`src/rtl/sd_tx_fill_pkg.sv`:
```
// Shared types and helpers for the SD TX FIFO fill sequencer.
package sd_tx_fill_pkg;

  typedef enum logic [2:0] {
    IDLE,
    WAIT_SPACE,
    FETCH,
    DONE,
    ERR
  } fill_state_e;

  localparam int unsigned WORD_BYTES = 4;

  // Length of the next burst: whatever is left of the block, capped at burst.
  function automatic int unsigned min_burst(input int unsigned wrem, input int unsigned burst);
    return (wrem < burst) ? wrem : burst;
  endfunction

endpackage

```
`src/rtl/sd_tx_fill_cnt.sv`:
```
// Address / words-remaining / blocks-remaining counter bank for the fill sequencer.
module sd_tx_fill_cnt
  import sd_tx_fill_pkg::*;
#(
  parameter int unsigned ADDR_W = 32,
  parameter int unsigned BLKW_W = 10,
  parameter int unsigned BLKC_W = 16
) (
  input  logic              clk,
  input  logic              rst,
  input  logic              load,
  input  logic [ADDR_W-1:0] load_addr,
  input  logic [BLKW_W-1:0] load_words,
  input  logic [BLKC_W-1:0] load_blocks,
  input  logic              step,
  input  logic              next_blk,
  output logic [ADDR_W-1:0] addr,
  output logic [BLKW_W-1:0] wrem,
  output logic              wrem_last,
  output logic              brem_last
);

  logic [ADDR_W-1:0] addr_q, addr_d;
  logic [BLKW_W-1:0] wrem_q, wrem_d;
  logic [BLKW_W-1:0] wload_q, wload_d;
  logic [BLKC_W-1:0] brem_q, brem_d;

  // Next-count logic: load on start, advance one word per accepted ack.
  always_comb begin
    addr_d  = addr_q;
    wrem_d  = wrem_q;
    wload_d = wload_q;
    brem_d  = brem_q;
    if (load) begin
      addr_d  = load_addr;
      wrem_d  = load_words;
      wload_d = load_words;
      brem_d  = load_blocks;
    end else if (step) begin
      addr_d = addr_q + ADDR_W'(WORD_BYTES);
      if (next_blk) begin
        // Last word of a non-final block: start the next block in the same edge.
        wrem_d = wload_q;
        brem_d = brem_q - BLKC_W'(1);
      end else begin
        wrem_d = wrem_q - BLKW_W'(1);
      end
    end
  end

  // Counter registers.
  always_ff @(posedge clk) begin
    if (rst) begin
      addr_q  <= '0;
      wrem_q  <= '0;
      wload_q <= '0;
      brem_q  <= '0;
    end else begin
      addr_q  <= addr_d;
      wrem_q  <= wrem_d;
      wload_q <= wload_d;
      brem_q  <= brem_d;
    end
  end

  assign addr      = addr_q;
  assign wrem      = wrem_q;
  assign wrem_last = (wrem_q == BLKW_W'(1));
  assign brem_last = (brem_q == BLKC_W'(1));

endmodule

```
`src/rtl/sd_tx_fill_ctrl.sv`:
```
// SD TX FIFO write-side fill sequencer: fetches block data over a read-master
// handshake and writes it into the FIFO in space-guaranteed bursts.
// Optional byte swap of each word is enabled by defining SD_TX_FILL_BSWAP_EN.
module sd_tx_fill_ctrl
  import sd_tx_fill_pkg::*;
#(
  parameter int unsigned DEPTH  = 32,
  parameter int unsigned BURST  = 8,
  parameter int unsigned ADDR_W = 32,
  parameter int unsigned BLKW_W = 10,
  parameter int unsigned BLKC_W = 16
) (
  input  logic              wclk,
  input  logic              rst,
  input  logic              start,
  input  logic              abort,
  input  logic [ADDR_W-1:0] base_addr,
  input  logic [BLKW_W-1:0] blk_words,
  input  logic [BLKC_W-1:0] blk_count,
`ifdef SD_TX_FILL_BSWAP_EN
  input  logic              bswap,
`endif
  output logic              m_req,
  output logic [ADDR_W-1:0] m_addr,
  input  logic              m_ack,
  input  logic [31:0]       m_dat,
  input  logic              m_err,
  output logic [31:0]       fifo_d,
  output logic              fifo_wr,
  input  logic              fifo_full,
  input  logic [5:0]        fifo_level,
  output logic              busy,
  output logic              done,
  output logic              err
);

  localparam int unsigned BLEN_W = $clog2(BURST + 1);

  fill_state_e       state_q, state_d;
  logic [BLEN_W-1:0] bcnt_q, bcnt_d;
  logic [BLEN_W-1:0] blen_q, blen_d;
  logic [31:0]       fifo_d_q, fifo_d_d;
  logic              fifo_wr_q, fifo_wr_d;
  logic              m_req_q, m_req_d;
  logic              busy_q, busy_d;
  logic              done_q, done_d;
  logic              err_q, err_d;

  logic              cnt_load, cnt_step, cnt_next_blk;
  logic [ADDR_W-1:0] cnt_addr;
  logic [BLKW_W-1:0] cnt_wrem;
  logic              cnt_wrem_last, cnt_brem_last;
  logic [31:0]       wdata;
  int unsigned       blen_now;
  logic              space_ok;
  logic              ovf;

  sd_tx_fill_cnt #(
    .ADDR_W (ADDR_W),
    .BLKW_W (BLKW_W),
    .BLKC_W (BLKC_W)
  ) u_cnt (
    .clk         (wclk),
    .rst         (rst),
    .load        (cnt_load),
    .load_addr   ({base_addr[ADDR_W-1:2], 2'b00}),
    .load_words  (blk_words),
    .load_blocks (blk_count),
    .step        (cnt_step),
    .next_blk    (cnt_next_blk),
    .addr        (cnt_addr),
    .wrem        (cnt_wrem),
    .wrem_last   (cnt_wrem_last),
    .brem_last   (cnt_brem_last)
  );

`ifdef SD_TX_FILL_BSWAP_EN
  logic bswap_q, bswap_d;

  // Byte-swap mode is captured with the transfer parameters at start.
  always_comb begin
    bswap_d = cnt_load ? bswap : bswap_q;
  end

  // Byte-swap mode register.
  always_ff @(posedge wclk) begin
    if (rst) bswap_q <= 1'b0;
    else     bswap_q <= bswap_d;
  end

  assign wdata = bswap_q ? {m_dat[7:0], m_dat[15:8], m_dat[23:16], m_dat[31:24]} : m_dat;
`else
  assign wdata = m_dat;
`endif

  // Comparing level + burst against depth avoids underflow if level ever exceeds depth.
  assign blen_now = min_burst(32'(cnt_wrem), BURST);
  assign space_ok = (32'(fifo_level) + blen_now) <= 32'(DEPTH);
  assign ovf      = fifo_wr_q && fifo_full &&
                    (state_q inside {WAIT_SPACE, FETCH, DONE});

  // Next-state and registered-output decode; error then abort override the normal flow.
  always_comb begin
    state_d      = state_q;
    bcnt_d       = bcnt_q;
    blen_d       = blen_q;
    fifo_d_d     = fifo_d_q;
    fifo_wr_d    = 1'b0;
    cnt_load     = 1'b0;
    cnt_step     = 1'b0;
    cnt_next_blk = 1'b0;
    case (state_q)
      IDLE: begin
        if (start) begin
          if (blk_words == '0 || blk_count == '0) begin
            state_d = ERR;
          end else begin
            state_d  = WAIT_SPACE;
            cnt_load = 1'b1;
          end
        end
      end
      WAIT_SPACE: begin
        if (space_ok) begin
          state_d = FETCH;
          bcnt_d  = '0;
          blen_d  = BLEN_W'(blen_now);
        end
      end
      FETCH: begin
        if (m_err) begin
          state_d = ERR;
        end else if (m_ack) begin
          fifo_wr_d = 1'b1;
          fifo_d_d  = wdata;
          bcnt_d    = bcnt_q + BLEN_W'(1);
          cnt_step  = 1'b1;
          if ((bcnt_q + BLEN_W'(1)) == blen_q) begin
            if (!cnt_wrem_last) begin
              state_d = WAIT_SPACE;
            end else if (!cnt_brem_last) begin
              cnt_next_blk = 1'b1;
              state_d      = WAIT_SPACE;
            end else begin
              state_d = DONE;
            end
          end
        end
      end
      DONE:    state_d = IDLE;
      ERR:     state_d = IDLE;
      default: state_d = IDLE;
    endcase

    if (ovf) begin
      state_d      = ERR;
      fifo_wr_d    = 1'b0;
      cnt_step     = 1'b0;
      cnt_next_blk = 1'b0;
    end

    if (abort) begin
      state_d      = IDLE;
      fifo_wr_d    = 1'b0;
      cnt_load     = 1'b0;
      cnt_step     = 1'b0;
      cnt_next_blk = 1'b0;
    end

    // Outputs are decoded from the next state so they line up with it after the edge.
    m_req_d = (state_d == FETCH);
    busy_d  = (state_d == WAIT_SPACE) || (state_d == FETCH);
    done_d  = (state_d == DONE);
    err_d   = (state_d == ERR);
  end

  // Sequencer state and registered outputs.
  always_ff @(posedge wclk) begin
    if (rst) begin
      state_q   <= IDLE;
      bcnt_q    <= '0;
      blen_q    <= '0;
      fifo_d_q  <= '0;
      fifo_wr_q <= 1'b0;
      m_req_q   <= 1'b0;
      busy_q    <= 1'b0;
      done_q    <= 1'b0;
      err_q     <= 1'b0;
    end else begin
      state_q   <= state_d;
      bcnt_q    <= bcnt_d;
      blen_q    <= blen_d;
      fifo_d_q  <= fifo_d_d;
      fifo_wr_q <= fifo_wr_d;
      m_req_q   <= m_req_d;
      busy_q    <= busy_d;
      done_q    <= done_d;
      err_q     <= err_d;
    end
  end

  assign m_req   = m_req_q;
  assign m_addr  = cnt_addr;
  assign fifo_d  = fifo_d_q;
  assign fifo_wr = fifo_wr_q;
  assign busy    = busy_q;
  assign done    = done_q;
  assign err     = err_q;

endmodule

```
`config.mk`:
```
export PLATFORM = sky130hd
export DESIGN_NAME = sd_tx_fill_ctrl
export DESIGN_NICKNAME = d
export VERILOG_FILES = /design/src/rtl/sd_tx_fill_pkg.sv /design/src/rtl/sd_tx_fill_cnt.sv /design/src/rtl/sd_tx_fill_ctrl.sv
export SDC_FILE = /design/constraint.sdc
export NUM_CORES = 1
export LEC_CHECK = 0
export CAP_MARGIN = 40
export CORE_MARGIN = 2
export CORE_UTILIZATION = 28
export CTS_BUF_LIST = sky130_fd_sc_hd__clkbuf_8
export CTS_CLUSTER_DIAMETER = 200
export DETAILED_ROUTE_END_ITERATION = 8
export HOLD_SLACK_MARGIN = 0.15
export PLACE_DENSITY = 0.5
export SKIP_LAST_GASP = 1
export SYNTH_ARGS = -nofsm -noshare
export SYNTH_HDL_FRONTEND = slang
export SYNTH_SLANG_ARGS = --single-unit
export TNS_END_PERCENT = 50
```
`constraint.sdc`:
```
create_clock -name wclk -period 9.2 [get_ports wclk]
set_input_delay 1.38 -clock wclk [delete_from_list [all_inputs] [get_ports wclk]]
set_output_delay 1.38 -clock wclk [all_outputs]
set_load 0.02 [all_outputs]
```
* Word level (Yosys, flattened, before mapping)
Cells that the tools add are included.
** Operators by class
- Add/subtract/negate cells :: 5
- $lt $le $gt $ge :: 2
- Eq/ne operators :: 13
- Multiplexer cells :: 41
- Bitwise operators :: 1
- Reduce and logical (&&, ||, !) cells :: 16
** Operator list (number)
- 32-bit two-way mux :: 2
- 16-bit two-way mux :: 3
- 10-bit two-way mux :: 4
- 32-bit by 3-bit adder with 32-bit output, second input constant :: 1
- 3-bit two-way mux :: 8
- 1-bit two-way mux :: 17
- 16-bit by 1-bit equality test with 1-bit output, second input constant :: 1
- 16-bit logical NOT :: 1
- 16-bit by 1-bit subtractor with 16-bit output, second input constant :: 1
- 3-bit by 2-bit equality test with 1-bit output, second input constant :: 4
- 4-bit two-way mux :: 3
- 6-bit by 10-bit adder with 11-bit output :: 1
- 11-bit by 6-bit <= comparator with 1-bit output, second input constant :: 1
- 10-bit by 1-bit equality test with 1-bit output, second input constant :: 1
- 10-bit logical NOT :: 1
- 10-bit by 4-bit < comparator with 1-bit output, second input constant :: 1
- 10-bit by 1-bit subtractor with 10-bit output, second input constant :: 1
- 3-bit case mux with 3 select lines :: 1
- 4-bit case mux with 2 select lines :: 1
- 3-bit by 1-bit equality test with 1-bit output, second input constant :: 2
- 2-bit != test, second input constant :: 3
- 2-bit nonzero test :: 3
- 4-bit by 1-bit adder with 4-bit output, second input constant :: 1
- 4-bit equality test :: 1
- other kinds (11) :: 15
** Word-level totals
- Flip-flop bits (word level) :: 116
- Output and inout bits :: 69
- Logic and storage cells :: 92

* Depth between registers and ports, before layout
- Word-level depth :: 12
- Gate-level depth with buffers :: 13

* Hierarchy
Synthesis repeated with hierarchy kept, for this count alone.
** Unflattened totals
- Cells, all modules :: 754
- Area, all modules :: 6050.8 um^2
** By module, submodules not included
- sd_tx_fill_cnt :: times used 1, cells each 484, area each 3839.9 um^2, sequential area each 1361.3 um^2
- sd_tx_fill_ctrl :: times used 1, cells each 270, area each 2210.9 um^2, sequential area each 960.9 um^2

* Least setup slack after synthesis
Ideal clock, no wire load.
- Kind :: input to register
- Start point :: input port fifo_level[0]
- End point :: register bcnt_q[1]
- Setup time :: 0.128 ns
- Arrival time :: 3.315 ns
- Path slack :: 5.758 ns
- Stages on the path :: 9
- Buffers on the path :: 0
- Cells stage by stage :: ha_1 -> fa_1 -> xor2_1 -> nor3_1 -> o221ai_1 -> a211oi_2 -> or2_2 -> mux2i_1 -> nor2_1
** Between the ends
- Word-level cells in the longest chain between the ends :: 4
** RTL lines
- start: declaration :: RTL line sd_tx_fill_ctrl.sv:31 : input logic [5:0] fifo_level,
- 6-bit by 10-bit adder with 11-bit output :: RTL line sd_tx_fill_ctrl.sv:98 : assign space_ok = (32'(fifo_level) + blen_now) <= 32'(DEPTH);
- 11-bit by 6-bit <= comparator with 1-bit output :: RTL line sd_tx_fill_ctrl.sv:98
- 2-bit != test (no line)
- 4-bit AND reduction (no line)
- end signal: assignment :: RTL line sd_tx_fill_ctrl.sv:191 : bcnt_q <= bcnt_d;
- end: declaration :: RTL line sd_tx_fill_ctrl.sv:40 : logic [BLEN_W-1:0] bcnt_q, bcnt_d;
Every way passes these cells.
A chain may end at the register's enable or synchronous reset.

* Final worst setup path
- Start point :: input port blk_count[8]
- End point :: register u_cnt.brem_q[15]
** Between the ends
- Word-level cells in the longest chain between the ends :: 8
- Elaborated cells on any way between the ends :: 10
- Classes of those cells :: mux (5); reduce/logical (5)
** RTL lines
- start: declaration :: RTL line sd_tx_fill_ctrl.sv:19 : input logic [BLKC_W-1:0] blk_count,
- 16-bit logical NOT (*) :: RTL line sd_tx_fill_ctrl.sv:115 : if (blk_words == '0 || blk_count == '0) begin
- 1-bit logical OR (*) :: RTL line sd_tx_fill_ctrl.sv:115
- 1-bit two-way mux (*) :: RTL line sd_tx_fill_ctrl.sv:115
- 1-bit two-way mux (*) :: RTL line sd_tx_fill_ctrl.sv:114 : if (start) begin
- 1-bit two-way mux (*) :: RTL line sd_tx_fill_ctrl.sv:112 : case (state_q)
- 1-bit two-way mux (*) :: RTL line sd_tx_fill_ctrl.sv:162 : if (abort) begin
- 2-bit nonzero test (no line)
- 2-bit AND reduction (no line)
- end signal: assignment :: RTL line sd_tx_fill_cnt.sv:62 : brem_q <= brem_d;
- end: declaration :: RTL line sd_tx_fill_cnt.sv:26 : logic [BLKC_W-1:0] brem_q, brem_d;
Every way passes the cells marked *; elsewhere a longest branch is shown, timed or not.

==> run summary <==
Critical Path End Type = flip-flop
RR Startpoint = u_cnt.wrem[4]
Pwr Total = 0.00128 W
DP HPWL = 12.9 mm
DRT Pass-1 Iters = 4
RR Endpoint = bcnt_q[1]
Area delta synth->final = 41.1%
Tcrit/Tclk final = 0.417
Synth area leaders = dfxtp_1 39%, nand2_1 8.5%, a21oi_1 7.5%, nor2_1 4.9%, o21ai_0 3.0%
Maximum buffer depth of the clock tree = 2
LEAKAGE = 2.84 nW
Cts hold-fix bufs = 0
Clock latency at the later pin of the worst-skew pair = 440 ps
Global-route wire length before repair = 30.0 mm
Via count = 5834
Most used DFF post-synth = dfxtp_1
Layout filler cell count = 2146
Final Hold Viols = 0
Post-synthesis register bit count = 114
Total track usage = 0.171
Max_slew headroom = 0.501
Hold EP = fifo_d[31]
Total CTS buffers = 17
Tmin final = 3840 ps
Hold Path Stages = 2
FMAX = 261 MHz
Setup TNS = 0 ps
Die X = 148 microns
Peak supply drop = 0.0000828 V
Initial DRC count = 278
TritonCTS clock tree = done
Yosys warning count = 0
Clock skew = 14.0 ps
Most common cell after layout, fill and taps aside = clkdlybuf4s50_1
Hold WC Path Type = reg2reg
Endpoints failing setup = 0
Nets = 1018
Congestion Overflow GR = 0
Ant. Diodes = 0
Gate Count Post-Synth = 747
Min-delay src = fifo_d[31]
Via/cell ratio = 4.93
Ratio of cells with drive above 1 in the final layout = 0.0733
Pin count of the biggest net entering global routing = 73
Initial Utilization = 0.286
Mean cell area of the mapped netlist = 7.77 sq um
Async SR Flop Fraction = 0
Worst setup margin = 5360 ps
Synth Cell Area = 0.00581 sq mm
Commonest cells after routing, fill and taps aside = 166 x clkdlybuf4s50_1, 131 x nand2_1, 114 x dfxtp_1
Clock root buffer = clkbuf_8
Num rows = 52
Height of the chip = 148 microns
Post-synth top area cell = dfxtp_1
Slew Limit Fails = 0
Critical path required time = 9560 ps
H-tree levels = 4
# IOs = 172
Final WL = 18.5 mm
GPL Wtd Cong = 0.757
DR WL/cell = 15.6 microns
Number of global-route vias before repair = 5656
Core ar. = 0.0203 sq mm
Post-synth EDFFs = 0
Power density cells = 156 mW/mm^2
Critical path arrival = 4200 ps
CP startpoint kind = input pin
Max-capacitance violation count = 0
Worst R2R Path Depth = 11
Synth cell types = 69
Clock transition at the registers of the reported paths = 70 ps
Pre-CTS worst setup slack = 4920 ps
Slew @ Worst Pin = 742 ps
Drt drc = 0
Sink Count = 114
Postcts setup bufs = 0
Post-CTS Resized = 0
Register area share after synthesis = 0.393
Initial antenna violation count = 0
CP Class = in2reg
Buffers on Ports = 167
Die area = 0.0219 sq mm
Antenna-violating nets left = 0
Status = completed
Worst Path Max Fanout = 38
R2R Setup Slk = 5490 ps
Top-area cell type share of the netlist area = 0.393
RSZ-0062 raised after global routing = false
-- worst max-delay path: stages --
cell and delay (ps):
clkdlybuf4s50_1 430, nor4_1 440, nand4_1 320, and3_1 250, buf_4 270, a21oi_1 590
buf_4 270, o21ai_0 90, a31oi_1 160
-- routing by layer --
metal / up-vias / GRT usage / routed length [microns]
li1: 2974 / - / -
met1: 2704 / 0.216 / 8380
met2: 142 / 0.282 / 8770
met3: 14 / 0.0549 / 1190
met4: 0 / 0.0471 / 170
met5: - / 0 / 0
-- cell usage after synthesis, drive strengths merged (7+ instances only) --
cell type	n
dfxtp	114
clkbuf	29
nor4	15
nand2	132
a311oi	8
nor2	77
xnor2	8
nand4	12
xor2	14
inv	14
a31oi	9
o21ai	35
nor3	30
buf	16
a21oi	87
ha	12
and3	7
nand3	27
a211oi	18
-- power breakdown --
group	internal, W	switching, W	leakage, nW	total (W)
Clock	0.000332	0.000213	0.234	0.000546
Sequential	0.000513	0.0000214	0.928	0.000534
Combinational	0.0000973	0.0000984	1.68	0.000196
Total	0.000942	0.000333	2.84	0.00128
-- cells by family after synthesis --
logic type | share of synthesized area
flops | 0.393
xor+xnor | 0.0332
buf+inv | 0.0440
simple gates | 0.277
fa+ha+maj | 0.0293
mux | 0.0108
compound gates | 0.212
other cells | 0.000646
-- registers in the layout, indices dropped and copies added, names as in the netlist --
register / flops
busy: 1
m_req: 1
bcnt_q: 4
err: 1
u_cnt.addr: 30
state_q: 3
u_cnt.wrem: 10
u_cnt.wload_q: 10
fifo_d: 32
blen_q: 4
done: 1
u_cnt.brem_q: 16
fifo_wr: 1
-- final cells by class --
type	count	area, sq um	area share
timing repair buffer	178	1780	0.217
inverter	14	52.6	0.00641
multi-input combinational	577	3290	0.402
clock inverter	12	189	0.0231
sequential	114	2280	0.279
tap	270	338	0.0412
clock buffer	19	262	0.0319
-- how the worst max path moves through the flow --
stage               slack, ps          endpoint           from
floorplan                5760         bcnt_q[1]  fifo_level[0]
global placement         4670  u_cnt.brem_q[15]   blk_count[8]
detailed placement       4920         bcnt_q[1]  fifo_level[0]
CTS                      5400  u_cnt.brem_q[15]   blk_count[8]
global route             5150         bcnt_q[1]  u_cnt.wrem[6]
finish                   5360  u_cnt.brem_q[15]   blk_count[8]
-- stage by stage --
stage	cell area [sq um]	utilization	cells	hold WS, ps
after floorplan	5820	-	750	434
after global placement	7690	0.379	1150	440
after global routing	8190	0.404	1184	471
final	8190	0.404	1184	453
after CTS	8190	0.404	1184	457
after detailed placement	7740	0.381	1153	447
Note: power is estimated with default switching activity, not from simulation.
